## src/rtl/rf_arb_pkg.sv

```systemverilog
// Shared types and constants for the register-file write arbiter.
package rf_arb_pkg;

  localparam int DEF_DATA_W = 32;
  localparam int DEF_ADDR_W = 5;
  localparam int X0_ADDR    = 0;

  typedef struct packed {
    logic [DEF_ADDR_W-1:0] addr;
    logic [DEF_DATA_W-1:0] data;
  } rf_wr_req_t;

endpackage

```

## src/rtl/rf_arb_fifo.sv

```systemverilog
// Synchronous FIFO buffering load-return write requests.
// Head is read combinationally, and a push is not visible at the head until the next cycle.
module rf_arb_fifo
  import rf_arb_pkg::*;
#(
  parameter int  DEPTH = 4,
  parameter type T     = rf_wr_req_t
) (
  input  logic                   clk,
  input  logic                   rst_n,
  input  logic                   push,
  input  T                       wdata,
  input  logic                   pop,
  output T                       head,
  output logic [$clog2(DEPTH):0] count,
  output logic                   full,
  output logic                   empty
);

  localparam int PW = $clog2(DEPTH);

  T                mem [DEPTH];
  logic [PW-1:0]   wr_ptr;
  logic [PW-1:0]   rd_ptr;
  logic            do_push;
  logic            do_pop;

  assign full    = (count == (PW+1)'(DEPTH));
  assign empty   = (count == '0);
  assign do_push = push && !full;
  assign do_pop  = pop && !empty;
  assign head    = mem[rd_ptr];

  // Pointers are exactly PW bits wide, so they wrap modulo DEPTH on their own.
  always_ff @(posedge clk or negedge rst_n) begin
    if (!rst_n) begin
      wr_ptr <= '0;
      rd_ptr <= '0;
      count  <= '0;
    end else begin
      if (do_push) wr_ptr <= wr_ptr + 1'b1;
      if (do_pop)  rd_ptr <= rd_ptr + 1'b1;
      case ({do_push, do_pop})
        2'b10:   count <= count + 1'b1;
        2'b01:   count <= count - 1'b1;
        default: count <= count;
      endcase
    end
  end

  always_ff @(posedge clk) begin
    if (do_push) mem[wr_ptr] <= wdata;
  end

endmodule

```

## src/rtl/regfile_write_arbiter.sv

```systemverilog
// Shares the register-file write port between writeback (priority) and queued load returns,
// with a starvation limit for loads. Define RF_ARB_STATS_EN to add saturating grant counters.
module regfile_write_arbiter
  import rf_arb_pkg::*;
#(
  parameter int DATA_W       = DEF_DATA_W,
  parameter int ADDR_W       = DEF_ADDR_W,
  parameter int Q_DEPTH      = 4,
  parameter int STARVE_LIMIT = 3
) (
  input  logic                     clk,
  input  logic                     rst_n,
  input  logic                     wb_valid,
  input  logic [ADDR_W-1:0]        wb_addr,
  input  logic [DATA_W-1:0]        wb_data,
  output logic                     wb_ready,
  input  logic                     ld_valid,
  input  logic [ADDR_W-1:0]        ld_addr,
  input  logic [DATA_W-1:0]        ld_data,
  output logic                     ld_ready,
  output logic                     rf_we,
  output logic [ADDR_W-1:0]        rf_waddr,
  output logic [DATA_W-1:0]        rf_wdata,
  output logic [$clog2(Q_DEPTH):0] q_count
`ifdef RF_ARB_STATS_EN
  ,
  output logic [15:0]              wb_grant_cnt,
  output logic [15:0]              ld_grant_cnt
`endif
);

  localparam int                SW         = $clog2(STARVE_LIMIT + 1);
  localparam logic [SW-1:0]     STARVE_MAX = SW'(STARVE_LIMIT);
  localparam logic [ADDR_W-1:0] ZERO_ADDR  = ADDR_W'(X0_ADDR);

  typedef struct packed {
    logic [ADDR_W-1:0] addr;
    logic [DATA_W-1:0] data;
  } req_t;

  req_t          push_req;
  req_t          head;
  logic          q_full;
  logic          q_empty;
  logic          hv;
  logic          force_ld;
  logic          order_ld;
  logic          grant_ld;
  logic          grant_wb;
  logic [SW-1:0] starve_cnt;

  assign push_req = '{addr: ld_addr, data: ld_data};
  assign ld_ready = !q_full;

  rf_arb_fifo #(
    .DEPTH (Q_DEPTH),
    .T     (req_t)
  ) u_fifo (
    .clk   (clk),
    .rst_n (rst_n),
    .push  (ld_valid && ld_ready),
    .wdata (push_req),
    .pop   (grant_ld),
    .head  (head),
    .count (q_count),
    .full  (q_full),
    .empty (q_empty)
  );

  // The queued load is older than any writeback presented now, so a same-register
  // collision must let the load land first to keep the final value correct.
  assign hv       = !q_empty;
  assign force_ld = hv && (starve_cnt == STARVE_MAX);
  assign order_ld = hv && wb_valid && (head.addr == wb_addr) && (wb_addr != ZERO_ADDR);
  assign grant_ld = hv && (force_ld || order_ld || !wb_valid);
  assign grant_wb = wb_valid && !grant_ld;
  assign wb_ready = grant_wb;

  always_ff @(posedge clk or negedge rst_n) begin
    if (!rst_n) begin
      starve_cnt <= '0;
    end else if (!hv || grant_ld) begin
      starve_cnt <= '0;
    end else if (starve_cnt != STARVE_MAX) begin
      starve_cnt <= starve_cnt + 1'b1;
    end
  end

  // Write-port register: grants in cycle N appear on the register file in N+1.
  always_ff @(posedge clk or negedge rst_n) begin
    if (!rst_n) begin
      rf_we    <= 1'b0;
      rf_waddr <= '0;
      rf_wdata <= '0;
    end else begin
      rf_we <= (grant_ld && head.addr != ZERO_ADDR) || (grant_wb && wb_addr != ZERO_ADDR);
      if (grant_ld) begin
        rf_waddr <= head.addr;
        rf_wdata <= head.data;
      end else if (grant_wb) begin
        rf_waddr <= wb_addr;
        rf_wdata <= wb_data;
      end
    end
  end

`ifdef RF_ARB_STATS_EN
  always_ff @(posedge clk or negedge rst_n) begin
    if (!rst_n) begin
      wb_grant_cnt <= '0;
      ld_grant_cnt <= '0;
    end else begin
      if (grant_wb && wb_grant_cnt != 16'hFFFF) wb_grant_cnt <= wb_grant_cnt + 1'b1;
      if (grant_ld && ld_grant_cnt != 16'hFFFF) ld_grant_cnt <= ld_grant_cnt + 1'b1;
    end
  end
`endif

endmodule

```

## config.mk

```make
export PLATFORM = sky130hd
export DESIGN_NAME = regfile_write_arbiter
export DESIGN_NICKNAME = d
export VERILOG_FILES = /design/src/rtl/rf_arb_pkg.sv /design/src/rtl/rf_arb_fifo.sv /design/src/rtl/regfile_write_arbiter.sv
export SDC_FILE = /design/constraint.sdc
export NUM_CORES = 1
export LEC_CHECK = 0
export CORE_AREA = 10 10 163 165
export DETAILED_ROUTE_END_ITERATION = 10
export DIE_AREA = 0 0 173 175
export GPL_TIMING_DRIVEN = 1
export SYNTH_ARGS = -nofsm -noshare
export SYNTH_HDL_FRONTEND = slang
export SYNTH_HIERARCHICAL = 1
export SYNTH_SLANG_ARGS = --single-unit
```

## constraint.sdc

```tcl
create_clock -name clk -period 3.8 [get_ports clk]
set_input_delay 1.14 -clock clk [delete_from_list [all_inputs] [get_ports clk]]
set_output_delay 1.14 -clock clk [all_outputs]
set_load 0.05 [all_outputs]
```

==> results.py, run 1 <==
metrics = {
    "drt": {
        "vias_per_cell": 4.85,
        "drcViolationCount": 0,
        "avgRoutedWirePerCell_um": 20.6,
        "dr.pass1.iters": 5,
        "drt_iter0_markers": 318,
        "num_vias": 4333,
        "antenna_left": 0,
        "routed_wl_mm": 18.4,
    },
    "grt": {
        "grt_usage_pct": 12.3,
        "grt_max_degree": 43,
        "grt_first_pass_wirelength_mm": 28.4,
        "grt_pass1_vias": 4744,
        "antenna_found_initial": 3,
        "grt_overflow": 0,
    },
    "logic_synthesis": {
        "syn_nets": 512,
        "synth-adder-area-share_pct": 1.19,
        "synth_cell_types": 32,
        "yosys.cell_count.top_type": "edfxtp_1",
        "synth_seq_cells": 195,
        "synth_top_family_by_area": "multiplexers",
        "yosys.area_share.simple_pct": 3.37,
        "syn_area_mm2": 0.00798,
        "synth-async-reset-ratio_pct": 24.1,
        "synthFlopType": "edfxtp_1",
        "synth_cells": 427,
        "ys_warn_count": 6,
        "synth_mux_area_share_pct": 15.3,
        "synth_edf_count": 148,
        "synth.avg_cell_area_um2": 18.7,
        "synth_seq_area_share_pct": 70.4,
        "yosysTopAreaCellShare_pct": 55.7,
        "synthTopCellsByArea": "edfxtp_1, dfrtp_1, mux4_2, o221a_1, mux2i_1",
        "synth_compound_area_share_pct": 5.94,
        "synthTopCellsByCount": "edfxtp_1, dfrtp_1, nand2_1",
        "yosysTopAreaCell": "edfxtp_1",
        "synth_xor_area_share_pct": 1.21,
    },
    "sta": {
        "setup_viol": 0,
        "fmax_mhz": 269,
        "post-route-period-util_pct": 98.0,
        "whs_ns": 0.442,
        "hold_viol": 0,
        "skew_ns": 0.0103,
        "period_minus_slack_ns": 3.72,
        "rsz0062_at_grt": "false",
        "max-slew-margin-rel_pct": 54.7,
        "tightestPinTransition_ns": 0.679,
        "final_max_slew_viol_count": 0,
    },
    "die": {
        "std_cell_rows": 56,
        "die_w_um": 173,
        "floorplan.initialDensity_pct": 34.3,
        "die_area_mm2": 0.0303,
        "die_h_um": 175,
        "num_io_pins": 121,
        "core-area_mm2": 0.0233,
    },
    "power": {
        "p_per_area_mw_per_mm2": 813,
        "leakage_nw": 3.53,
        "ir_drop_v": 0.000358,
    },
    "placement": {
        "place.gp.congestion": 0.759,
        "dpl.cell_count": 857,
        "portBuffers": 120,
        "hpwl_mm": 12.3,
    },
    "status": {
        "status": "completed",
    },
    "clock_network": {
        "cts_tree": "done",
        "ctsRootBufferMaster": "clkbuf_16",
        "clock_path_buffers": 2,
        "h-tree-depth": 4,
        "clock_latency_ns": 0.43,
        "cts.sinks": 195,
        "path_clk_slew_ns": 0.07,
        "numCtsBuffers": 17,
    },
    "worst_setup_path": {
        "end_kind": "output pin",
        "cp.arrival_ns": 2.58,
        "cp.required_ns": 2.66,
        "cp_max_fo": 4,
        "critPathKind": "primary input to output pin",
        "worst_setup_path_start_kind": "primary input",
    },
    "cells_and_area": {
        "fin_nets": 645,
        "fin_cells": 894,
        "drive_above_1_share_pct": 18.7,
        "syn_to_final_growth_pct": 27.6,
    },
    "flow_run": {
        "drv_cap": 0,
    },
    "min_path": {
        "hold_path_class": "flip-flop to flip-flop",
    },
}
## stage by stage
step / TNS, ns / utilization, % / cell area (µm²) / setup WS (ns) / total power [mW]
detailed placement: -0.0109 / 41.1 / 9570 / -0.0109 / 6.63
floorplan: 0 / - / 7980 / 0.413 / 5.49
CTS: 0 / 43.6 / 10100 / 0.0309 / 8.36
global route: 0 / 43.7 / 10200 / 0.0186 / 8.73
finish: 0 / 43.8 / 10200 / 0.0766 / 8.28
global placement: 0 / 41.1 / 9570 / 0.125 / 6.55
## sequential cells by signal, indices dropped and copies added (netlist names)
| signal | flops |
|---|---|
| u_fifo/mem | 148 |
| rf_wdata | 32 |
| rf_waddr | 5 |
| u_fifo/count | 3 |
| starve_cnt | 2 |
| u_fifo/rd_ptr | 2 |
| u_fifo/wr_ptr | 2 |
| rf_we | 1 |
## critical path, cell delays in order
cell,delay [ns]
clkdlybuf4s50_1,0.49
xor2_1,0.20
nor3_2,0.26
a31oi_1,0.12
o21a_1,0.18
buf_4,0.19
## layer usage
metal  share of wire, %  track usage (%)  vias up
li1                   -                -     1976
met1                 44             14.9     2211
met2                 50             20.6      127
met3                5.6             4.31       17
met4               0.98             3.16        2
met5              0.098                0        -
## power by group
part           internal, mW  switching [mW]
clock network         0.869           0.835
logic                  1.39            1.97
registers              2.92           0.289
total                  5.18            3.10
## path summary, 6_finish.rpt
path | start | endpoint | slack [ns] | cells after the start
min | starve_cnt[0]$_DFFE_PN0P_ | starve_cnt[0]$_DFFE_PN0P_ | 0.44 | 1
min reg2reg | starve_cnt[0]$_DFFE_PN0P_ | starve_cnt[0]$_DFFE_PN0P_ | 0.44 | 1
min in group asynchronous | rst_n | rf_wdata[30]$_DFFE_PN0P_ | 0.73 | 1
max | wb_addr[0] | wb_ready | 0.08 | 6
max in group asynchronous | rst_n | rf_wdata[3]$_DFFE_PN0P_ | 2.22 | 2
max reg2reg | u_fifo/rd_ptr[0]$_DFFE_PN0P_ | u_fifo/count[2]$_DFFE_PN0P_ | 0.53 | 13
## placed cells by master (no fill, tap or decap), drive strengths merged, types with 4 or more instances in the layout
cell type,netlist,routed
nor2,4,4
mux2i,38,38
ha,6,6
dfrtp,47,47
clkinv,0,6
clkdlybuf4s50,0,117
inv,9,16
mux4,37,37
clkbuf,9,17
nor3,5,5
buf,17,23
o221a,37,37
edfxtp,148,148
nand2,40,40
and2,4,4
xor2,8,8
## area by class of cell
type / instances / area [µm²]
diodes: 2 / 5.00
clock buffers: 17 / 425
clock inverters: 15 / 143
fillers: 2054 / 13100
inverters: 9 / 33.8
multi-input cells: 197 / 2170
flip-flops and latches: 195 / 5630
well taps: 319 / 399
repair buffers: 140 / 1380
## timing repair
action | CTS | global route
setup buffers | 0 | 3
hold buffers | 0 | 0
setup endpoints to repair | 0 | 1
resized for setup | 0 | 1
## cell families after synthesis
logic type	Yosys count
xor+xnor	11
simple gates	58
buf+inv	35
mux	76
flops	195
fa+ha+maj	7
compound gates	45
(Power assumes the default switching activity.)
==> run 2, diff against run 1 <==
CELL_PAD_IN_SITES_DETAIL_PLACEMENT = 0   (was not set)
CELL_PAD_IN_SITES_GLOBAL_PLACEMENT = 1   (was not set)
PLACE_DENSITY_LB_ADDON = 0.1   (was not set)
==> run 2 against run 1 <==
Against the previous run: non-clock buffer count shrank 3; power shrank 0.95%; routed wire length is essentially flat; critical path type unchanged; critical endpoint unchanged; largest cell class unchanged.
==> results.py, run 2 (synthesis gave the netlist of run 1 again) <==
metrics = {
    "placement": {
        "place.gp.congestion": 0.702,
        "place_ws_ns": 0.0693,
        "dpl.cell_count": 857,
        "hpwl_mm": 12.0,
        "portBuffers": 120,
    },
    "clock_network": {
        "path_clk_slew_ns": 0.07,
        "cts_resized": 0,
        "clock_path_buffers": 2,
        "cts.sinks": 195,
        "clock_latency_ns": 0.43,
        "post-cts-setup-buffer-count": 0,
        "numCtsBuffers": 17,
        "cts_tree": "done",
        "h-tree-depth": 4,
        "holdBufCountCts": 0,
        "ctsRootBufferMaster": "clkbuf_16",
    },
    "cells_and_area": {
        "reg_top3": "u_fifo/mem x148, rf_wdata x32, rf_waddr x5",
        "largest_register_ffs": 148,
        "layout_commonest_cell": "edfxtp_1",
        "mostFrequentLayoutCells": "edfxtp_1, clkdlybuf4s50_1, dfrtp_1",
        "top_register": "u_fifo/mem",
        "drive_above_1_share_pct": 18.1,
        "fin_nets": 642,
        "utilization_pct": 43.5,
        "syn_to_final_growth_pct": 26.8,
        "fin_cells": 889,
        "antennaDiodeCount": 0,
    },
    "sta": {
        "skew_ns": 0.0145,
        "setup_viol": 0,
        "fin_ws_ns": 0.111,
        "period_minus_slack_ns": 3.69,
        "rsz0062_at_grt": "false",
        "fmax_mhz": 271,
        "final_max_slew_viol_count": 0,
        "hold_viol": 0,
        "tightestPinTransition_ns": 0.862,
        "max-slew-margin-rel_pct": 42.6,
        "setup-tns-final_ns": 0,
        "post-route-period-util_pct": 97.1,
    },
    "drt": {
        "vias_per_cell": 4.84,
        "num_vias": 4299,
        "routed_wl_mm": 18.4,
        "drt_iter0_markers": 251,
        "drcViolationCount": 0,
        "dr.pass1.iters": 6,
        "antenna_left": 0,
        "avgRoutedWirePerCell_um": 20.7,
    },
    "min_path": {
        "hold_path_class": "flip-flop to flip-flop",
    },
    "grt": {
        "use_met1_pct": 16.0,
        "grt_pass1_vias": 4745,
        "grt_usage_pct": 12.5,
        "antenna_found_initial": 0,
        "grt_first_pass_wirelength_mm": 28.8,
        "gr-usage-met2_pct": 20.1,
        "grt_overflow": 0,
        "grt_max_degree": 40,
        "grt-busiest-layer": "met2",
        "use_met3_pct": 3.23,
    },
    "status": {
        "status": "completed",
    },
    "die": {
        "die_h_um": 175,
        "num_io_pins": 121,
        "std_cell_rows": 56,
        "die_w_um": 173,
        "floorplan.initialDensity_pct": 34.3,
        "core-area_mm2": 0.0233,
        "die_area_mm2": 0.0303,
    },
    "worst_setup_path": {
        "worst_setup_path_start_kind": "primary input",
        "cp.required_ns": 2.66,
        "r2r_slack_ns": 0.61,
        "cp.arrival_ns": 2.55,
        "critPathKind": "primary input to output pin",
        "cp_max_fo": 4,
        "end_kind": "output pin",
    },
    "flow_run": {
        "drv_cap": 0,
    },
    "power": {
        "ir_drop_v": 0.000340,
        "leakage_nw": 3.51,
        "p_per_area_mw_per_mm2": 810,
    },
}
run 2: changes by cell type in the layout (fill, tap and decap cells not counted), sizes merged:
cell	before	now
buf	23	20
clkbuf	17	19
diode	2	0
inv	16	14
run 2: through the flow:
step / hold slack, ns / power, mW / instance area, µm²
after floorplan: 0.414 / 5.49 / 7980
after global placement: 0.429 / 6.58 / 9560
after detailed placement: 0.429 / 6.61 / 9560
after CTS: 0.439 / 8.34 / 10100
after global routing: 0.473 / 8.67 / 10100
final: 0.438 / 8.20 / 10100
run 2: per-layer routing:
metal | wire length, µm | up-vias
li1 | - | 1966
met1 | 8180 | 2211
met2 | 9100 | 107
met3 | 894 | 15
met4 | 208 | 0
met5 | 0 | -
run 2: area by class of cell:
type	instances	area (µm²)
sequential	195	5630
fill	2091	13100
inverter	9	33.8
clock buffer	19	443
multi-input combinational	197	2170
timing repair buffer	137	1330
clock inverter	13	123
tap	319	399
run 2: path summary, 6_finish.rpt:
check,startpoint,endpoint,depth (start not counted)
max reg2reg,u_fifo/rd_ptr[0]$_DFFE_PN0P_,u_fifo/count[2]$_DFFE_PN0P_,13
min,starve_cnt[0]$_DFFE_PN0P_,starve_cnt[0]$_DFFE_PN0P_,1
min reg2reg,starve_cnt[0]$_DFFE_PN0P_,starve_cnt[0]$_DFFE_PN0P_,1
max in group asynchronous,rst_n,rf_wdata[10]$_DFFE_PN0P_,2
max,wb_addr[0],wb_ready,6
min in group asynchronous,rst_n,rf_waddr[3]$_DFFE_PN0P_,1
run 2: critical path, stage by stage:
cell and delay [ns]:
clkdlybuf4s50_1 0.49, xor2_1 0.19, nor3_2 0.25, a31oi_1 0.11
o21a_1 0.18, buf_4 0.19
run 2: report_power, final:
group / leakage [nW] / internal (mW) / switching [mW]
Clock: 0.273 / 0.881 / 0.821
Combinational: 1.35 / 1.33 / 2.00
Sequential: 1.89 / 2.92 / 0.244
Total: 3.51 / 5.13 / 3.06
